`src/rtl/jts16_shadow_dump.sv`:
```
// Walks the enabled shadow-RAM regions (VRAM, char, palette, object) in order,
// reading one byte per address and handing it out over a valid/ready stream.
module jts16_shadow_dump #(
    parameter int unsigned WAIT = 2
) (
    input  logic        clk,
    input  logic        rst_n,
    input  logic        start,
    input  logic        abort,
    input  logic [3:0]  region_en,
    output logic [15:0] ioctl_addr,
    input  logic [7:0]  ioctl_din,
    output logic [7:0]  dout,
    output logic        dout_valid,
    input  logic        dout_ready,
    output logic        dout_last,
    output logic        busy,
    output logic        done
);

    typedef enum logic [2:0] {
        S_IDLE,
        S_SEEK,
        S_ADDR,
        S_SAMPLE,
        S_HOLD,
        S_FINISH
    } state_t;

    state_t      r_state;
    logic [15:0] r_addr;
    logic [15:0] r_end;
    logic [7:0]  r_dout;
    logic        r_valid;
    logic        r_last;
    logic        r_busy;
    logic        r_done;
    logic [3:0]  r_pending;
    logic [3:0]  r_wait_cnt;
    logic        r_last_region;

    logic        w_found;
    logic [1:0]  w_idx;
    logic [3:0]  w_rest;
    logic [15:0] w_base;
    logic [15:0] w_end;
    logic        w_at_end;
    logic        w_wait_done;

    // Lowest-order region still pending is walked next.
    always_comb begin
        w_found = 1'b1;
        w_idx   = 2'd0;
        casez (r_pending)
            4'b???1: w_idx = 2'd0;
            4'b??10: w_idx = 2'd1;
            4'b?100: w_idx = 2'd2;
            4'b1000: w_idx = 2'd3;
            default: w_found = 1'b0;
        endcase
        w_rest = r_pending & ~(4'b0001 << w_idx);
        case (w_idx)
            2'd0:    begin w_base = 16'h0000; w_end = 16'h7FFF; end
            2'd1:    begin w_base = 16'h8000; w_end = 16'h8FFF; end
            2'd2:    begin w_base = 16'h9000; w_end = 16'h9FFF; end
            default: begin w_base = 16'hA000; w_end = 16'hA7FF; end
        endcase
    end

    assign w_at_end    = (r_addr == r_end);
    assign w_wait_done = (r_wait_cnt == 4'(WAIT - 1));

    always_ff @(posedge clk) begin
        if (!rst_n) begin
            r_state       <= S_IDLE;
            r_addr        <= '0;
            r_end         <= '0;
            r_dout        <= '0;
            r_valid       <= 1'b0;
            r_last        <= 1'b0;
            r_busy        <= 1'b0;
            r_done        <= 1'b0;
            r_pending     <= '0;
            r_wait_cnt    <= '0;
            r_last_region <= 1'b0;
        end else if (abort && (r_state != S_IDLE)) begin
            r_state <= S_IDLE;
            r_valid <= 1'b0;
            r_last  <= 1'b0;
            r_busy  <= 1'b0;
            r_done  <= 1'b0;
        end else begin
            r_done <= 1'b0;
            case (r_state)
                S_IDLE: begin
                    if (start && !abort) begin
                        r_pending <= region_en;
                        r_busy    <= 1'b1;
                        r_state   <= S_SEEK;
                    end
                end
                S_SEEK: begin
                    if (w_found) begin
                        r_addr        <= w_base;
                        r_end         <= w_end;
                        r_pending     <= w_rest;
                        r_last_region <= (w_rest == 4'b0000);
                        r_wait_cnt    <= '0;
                        r_state       <= S_ADDR;
                    end else begin
                        r_done  <= 1'b1;
                        r_state <= S_FINISH;
                    end
                end
                S_ADDR: begin
                    if (w_wait_done) begin
                        r_state <= S_SAMPLE;
                    end else begin
                        r_wait_cnt <= r_wait_cnt + 4'd1;
                    end
                end
                S_SAMPLE: begin
                    r_dout  <= ioctl_din;
                    r_valid <= 1'b1;
                    r_last  <= r_last_region && w_at_end;
                    r_state <= S_HOLD;
                end
                S_HOLD: begin
                    if (r_valid && dout_ready) begin
                        r_valid <= 1'b0;
                        r_last  <= 1'b0;
                        if (w_at_end) begin
                            r_state <= S_SEEK;
                        end else begin
                            r_addr     <= r_addr + 16'd1;
                            r_wait_cnt <= '0;
                            r_state    <= S_ADDR;
                        end
                    end
                end
                S_FINISH: begin
                    r_busy  <= 1'b0;
                    r_state <= S_IDLE;
                end
                default: r_state <= S_IDLE;
            endcase
        end
    end

    assign ioctl_addr = r_addr;
    assign dout       = r_dout;
    assign dout_valid = r_valid;
    assign dout_last  = r_last;
    assign busy       = r_busy;
    assign done       = r_done;

endmodule
```
`config.mk`:
```
export PLATFORM = sky130hd
export DESIGN_NAME = jts16_shadow_dump
export DESIGN_NICKNAME = d
export VERILOG_FILES = /design/src/rtl/jts16_shadow_dump.sv
export SDC_FILE = /design/constraint.sdc
export NUM_CORES = 1
export LEC_CHECK = 0
export BUFFER_PORTS_ARGS = -buffer_cell sky130_fd_sc_hd__clkbuf_2
export CAP_MARGIN = 20
export CORE_UTILIZATION = 58
export CTS_BUF_LIST = sky130_fd_sc_hd__clkbuf_4 sky130_fd_sc_hd__clkbuf_8
export DETAILED_ROUTE_END_ITERATION = 8
export PLACE_DENSITY = 0.89
export SYNTH_ARGS = -nofsm -noshare
export SYNTH_HDL_FRONTEND = slang
export SYNTH_SLANG_ARGS = --single-unit
```
`constraint.sdc`:
```
create_clock -name clk -period 2 [get_ports clk]
set_input_delay 0.2 -clock clk [delete_from_list [all_inputs] [get_ports clk]]
set_output_delay 0.2 -clock clk [all_outputs]
set_load 0.01 [all_outputs]
```
Yosys cells after proc, flatten, opt, wreduce, memory -nomap -nowiden
Cells that the tools add are included.

word-level totals
  flip-flop bits (word level) = 56
  latch bits = 0
  RAM bits = 0
  bits in read-only memories = 0
  input port bits = 17
  output and inout bits = 28
  word-level logic and storage cells = 90
  memories kept = 0

cells by class
  add/sub/neg operators = 2
  $mul = 0
  div/mod/pow operators = 0
  $lt $le $gt $ge = 0
  eq/ne operators = 18
  shift-type cells = 1
  muxes and demuxes = 28
  bitwise gates (word level) = 5
  reductions and logical operators = 25

operators by type and width
  operator                                             count
  one-hot mux 16 bit (3 select lines)                  2
  2-to-1 mux 16 bit                                    3
  one-hot mux 16 bit (2 select lines)                  1
  2-to-1 mux 4 bit                                     6
  adder 16 x 1 -> 16 bit, second input constant        1
  equality test 16 bit                                 1
  one-hot mux 3 bit (5 select lines)                   1
  2-to-1 mux 3 bit                                     4
  != test 2 bit, second input constant                 6
  one-hot mux 4 bit (3 select lines)                   1
  equality test 3 bit, second input constant           3
  one-hot mux 4 bit (2 select lines)                   1
  nonzero test 2 bit                                   4
  equality test 3 x 2 -> 1 bit, second input constant  2
  one-hot mux 1 bit (2 select lines)                   3
  one-hot mux 2 bit (3 select lines)                   1
  AND reduction 2 bit                                  3
  AND reduction 3 bit                                  2
  AND reduction 6 bit                                  1
  nonzero test 3 bit                                   2
  AND reduction 5 bit                                  1
  adder 4 x 1 -> 4 bit, second input constant          1
  bitwise AND 4 bit                                    1
  equality test 2 bit, second input constant           2
  other kinds (18)                                     26

Longest topological paths before layout
  depth in word-level cells = 7
  mapped depth = 9
  depth with buffers taken out = 9

Worst setup path after synthesis
No wires, ideal clock.

  kind = reg-to-reg
  start = register r_addr[2], in the netlist ioctl_addr[2]
  end = register r_addr[6], in the netlist ioctl_addr[6]
  library setup time = 116 ps
  arrival time = 1801 ps
  data required time = 1884 ps
  slack = 83 ps
  stages on the path, launching flop included = 8
  buffers on the path = 2
  period minus slack after synthesis = 1917 ps
  cell sequence = dfxtp_1 and4_1 buf_4 nand3_4 a2111oi_4 buf_6 nor3_1 o211a_1

on the way
  word-level cells in the longest chain between the ends = 4
  elaborated cells on any way between the ends = 7
  those cells by class = 1 x add/sub; 2 x eq/ne; 3 x mux; 1 x reduce/logical

ends and longest elaborated chain
  what                                 RTL line  source
  start: declaration                   31        logic [15:0] r_addr;
  start signal: assignment             104       r_addr <= w_base;
  start signal: assignment             135       r_addr <= r_addr + 16'd1;
  adder 16 x 1 -> 16 bit               135
  2-to-1 mux 16 bit                    132       if (w_at_end) begin
  2-to-1 mux 16 bit                    129       if (r_valid && dout_ready) begin
  one-hot mux 16 bit (2 select lines)  94        case (r_state)

Parallel ways exist; a longest one is shown, timed or not. The select of a mux whose other input is x is not followed.
A chain may end at the register's enable or synchronous reset.

Worst setup path after layout
  start = register r_addr[9], in the netlist ioctl_addr[9]
  end = register r_addr[11], in the netlist ioctl_addr[11]

The elaborated chain is that of the path after synthesis.

==> results.cfg <==
[global_routing]
grtUsageTotal_pct = 33.4
grt_overflow_total = 0
antenna_found_initial = 0
grt_pass1_vias = 2482
grt_pass1_wl_um = 11600
grt_max_degree = 25

[clocking]
cts-root-buf = clkbuf_8
cts_buffers = 5
cts.path.max_buffers = 2
cts.sinks = 46
clk_pin_slew_worst_paths_ns = 0.09
holdBufCountCts = 0
clk_latency_ns = 0.31
htreeDepth = 2
cts_tree = built

[logic_synthesis]
synth_fa_ha_area_share_pct = 3.42
synth_nets = 340
synth-simple-area-share_pct = 25.5
netlist.area_leader.share_pct = 36.0
muxShareOfSynthArea_pct = 1.17
synth_top_family_by_area = compound AO/OA/AOI/OAI gates
yosysMostFrequentCell = dfxtp_1
ys_ff_latch = 46
syn_avg_cell_area_um2 = 8.09
synth.cells.most_frequent = 46 x dfxtp_1, 35 x nand2_1, 31 x nor2_1, 27 x a21oi_1, 21 x o21ai_0
ys.flop_type = dfxtp_1
synth_cell_type_count = 53
synth_area_leader_cell = dfxtp_1
syn_area_mm2 = 0.00256
async_flop_share_pct = 0
synth-xor-area-share_pct = 1.71
ys_warn_count = 0
ys_seq_area_share_pct = 36.0
synthTopCellsByArea = dfxtp_1 36%, a21oi_1 5.3%, nand2_1 5.1%, nor2_1 4.5%, o21ai_0 4.1%
synth_edf_count = 0
synth_compound_area_share_pct = 27.3
synth_cells = 316

[worst_hold_path]
hold_path_depth = 3
min-delay-start = ioctl_din[5]
holdCritPathClass = in2reg
whs_endpoint = dout[5]$_SDFFE_PN0P_

[setup_path]
critPathSlowestCell = or4_1
crit_arrival_ns = 2.37
cp_max_fo = 3
r2r-end = ioctl_addr[11]$_SDFFE_PN0P_
r2r-start = ioctl_addr[9]$_SDFFE_PN0P_
end_kind = flop
critPathKind = reg2reg
rrSetupSlack_ns = -0.11
worstPathRequired_ns = 2.25
slowest_delay_ns = 0.52
crit_path_start = ioctl_addr[9]$_SDFFE_PN0P_
critPathLaunchType = flop
worstPathCellList = and4_1 > o211ai_1 > buf_4 > buf_6 > a211oi_4 > buf_4 > buf_6 > or4_1 > nand3_1
r2r_cells = 9

[timing]
finalHoldViolations = 0
worst_pin_slew_ns = 0.402
period_share_pct = 106
fin_setup_tns_ns = -0.697
grt_setup_unrepaired = true
drv_slew = 0
holdWs_ns = 0.103
max_slew_margin_pct = 73.0
finalWorstSetupSlack_ns = -0.113
fin_skew_ns = 0.0128
final.min_clock_period_ns = 2.11
setup_viol = 14
fmax_ghz = 0.473

[floorplanning]
die_y_um = 68.4
rows = 23
start_util_pct = 62.1
die_w_um = 68.4
io_pins = 45
dieArea_mm2 = 0.00468
core_mm2 = 0.00412

[drt]
wire_per_inst_um = 16.9
dr.first_iter.drc_count = 254
via_per_inst = 6.35
wl_um = 7440
antenna_violating_nets_post_route = 0
drc = 0
drt_pre_antenna_iters = 5
via_count = 2786

[pwr]
p_sw_share_pct = 29.9
clkPwrFrac_pct = 31.5
p_per_area_mw_per_mm2 = 634
irDropWorstVdd_uv = 574
p_int_mw = 1.44
netSwitchingPower_mw = 0.615
p_seq_share_pct = 46.5
p_leak_nw = 1.29
share_comb_of_total_power_pct = 22.0

[run_status]
violations = setup timing
status = complete, but fails checks

[placement]
dp_hpwl_um = 4840
place_inst = 422
port_buffers = 44
gp_congestion = 0.905

[finish]
final_net_count = 412
final_core_util_pct = 78.8
fin_cells = 439
syn_to_final_growth_pct = 26.8
drive_gt1_share_pct = 31.4
num_antenna_cells = 0

[flow_run]
cap_viol_max_count = 0
==> what timing repair did <==
item | CTS | global route
setup endpoints to repair | 6 | 25
gates resized for setup | 3 | 27
setup buffers | 3 | 6
pin swaps | 4 | 6
==> cell usage in the layout (no fill, tap or decap), types with 2 or more instances in the layout <==
| cell | Yosys | routed |
|---|---|---|
| and4_1 | 4 | 3 |
| nand2b_1 | 7 | 7 |
| inv_1 | 9 | 9 |
| or2_2 | 3 | 3 |
| clkbuf_8 | 0 | 7 |
| o31ai_1 | 6 | 6 |
| dfxtp_1 | 46 | 37 |
| a211oi_1 | 5 | 5 |
| ha_1 | 7 | 7 |
| mux2i_1 | 3 | 3 |
| nor4_2 | 1 | 2 |
| o21ai_0 | 21 | 21 |
| xnor2_1 | 5 | 5 |
| o211ai_1 | 5 | 5 |
| nor4_1 | 5 | 3 |
| nor2b_1 | 3 | 2 |
| o311ai_0 | 10 | 10 |
| nand2_1 | 35 | 34 |
| dfxtp_4 | 0 | 4 |
| dfxtp_2 | 0 | 5 |
| nand4_1 | 2 | 2 |
| a21oi_1 | 27 | 27 |
| nand3b_1 | 3 | 3 |
| nor3_1 | 9 | 9 |
| o22ai_1 | 5 | 4 |
| clkbuf_2 | 0 | 44 |
| o32ai_2 | 0 | 2 |
| nor2_1 | 31 | 31 |
| buf_6 | 2 | 3 |
| o21a_1 | 4 | 4 |
| and3_1 | 7 | 6 |
| buf_4 | 1 | 36 |
| nand3_1 | 9 | 9 |
| a31oi_1 | 3 | 3 |
==> worst max-delay path by stage <==
stage	end	slack [ns]	cells past startpoint
after floorplan	ioctl_addr[6]$_SDFFE_PN0P_	0.08	7
after global placement	r_state[0]$_SDFFE_PP0P_	0.07	5
after detailed placement	ioctl_addr[6]$_SDFFE_PN0P_	0.06	6
after CTS	ioctl_addr[15]$_SDFFE_PN0P_	0.02	7
after global routing	ioctl_addr[15]$_SDFFE_PN0P_	-0.14	8
final	ioctl_addr[11]$_SDFFE_PN0P_	-0.11	9
==> registers in the layout, indices dropped and copies added, names as in the netlist <==
name / cells
ioctl_addr: 16
busy: 1
r_pending: 4
r_end: 6
dout: 8
done: 1
dout_last: 1
r_last_region: 1
r_wait_cnt: 4
r_state: 3
dout_valid: 1
==> per-stage QoR <==
step / power [mW] / cell area [µm²] / setup slack [ns]
3_5_place_dp: 1.36 / 2970 / 0.0555
4_1_cts: 2.01 / 3120 / 0.0174
2_1_floorplan: 1.23 / 2560 / 0.0831
6_report: 2.05 / 3240 / -0.113
3_3_place_gp: 1.35 / 2970 / 0.0666
5_1_grt: 2.14 / 3240 / -0.144
==> power groups by stage <==
stage | Combinational, mW | Sequential, mW | Clock (mW)
finish | 0.453 | 0.955 | 0.647
floorplan | 0.251 | 0.980 | 0
CTS | 0.401 | 0.960 | 0.651
global route | 0.491 | 0.959 | 0.689
global placement | 0.369 | 0.979 | 0
detailed placement | 0.380 | 0.981 | 0
==> logic make-up (layout without fill, tap and decap cells) <==
group                      after synthesis  in the layout
and+or+nand+nor                        127            127
DFF                                     46             46
buffers and inverters                   27            100
muxes                                    3              3
AOI/OAI and AO/OA                      101            101
adders and majority gates                7              7
xor gates and xnor gates                 5              5
==> metal layers <==
metal / part of all wire, % / global-route usage, % / vias up
met1: 41 / 39.6 / 1288
li1: - / - / 1317
met4: 3.3 / 16.1 / 0
met3: 7.8 / 9.17 / 28
met2: 48 / 55.1 / 153
met5: 0 / 0 / -
==> cell type report <==
type	instances	area, µm²
clock buffer	7	96.3
clock inverter	1	8.76
fill	273	872
inverter	9	33.8
multi-input combinational	243	1580
sequential	46	942
tap	50	62.6
timing repair buffer	83	524
==> worst max-delay path: cells and delay by family, from the launching register on <==
| family | cells | cell delay (ns) |
|---|---|---|
| AOI/OAI and AO/OA | 2 | 0.31 |
| buffers and inverters | 4 | 0.58 |
| DFF | 1 | 0.37 |
| and+or+nand+nor | 3 | 0.80 |
(Power assumes the default switching activity.)
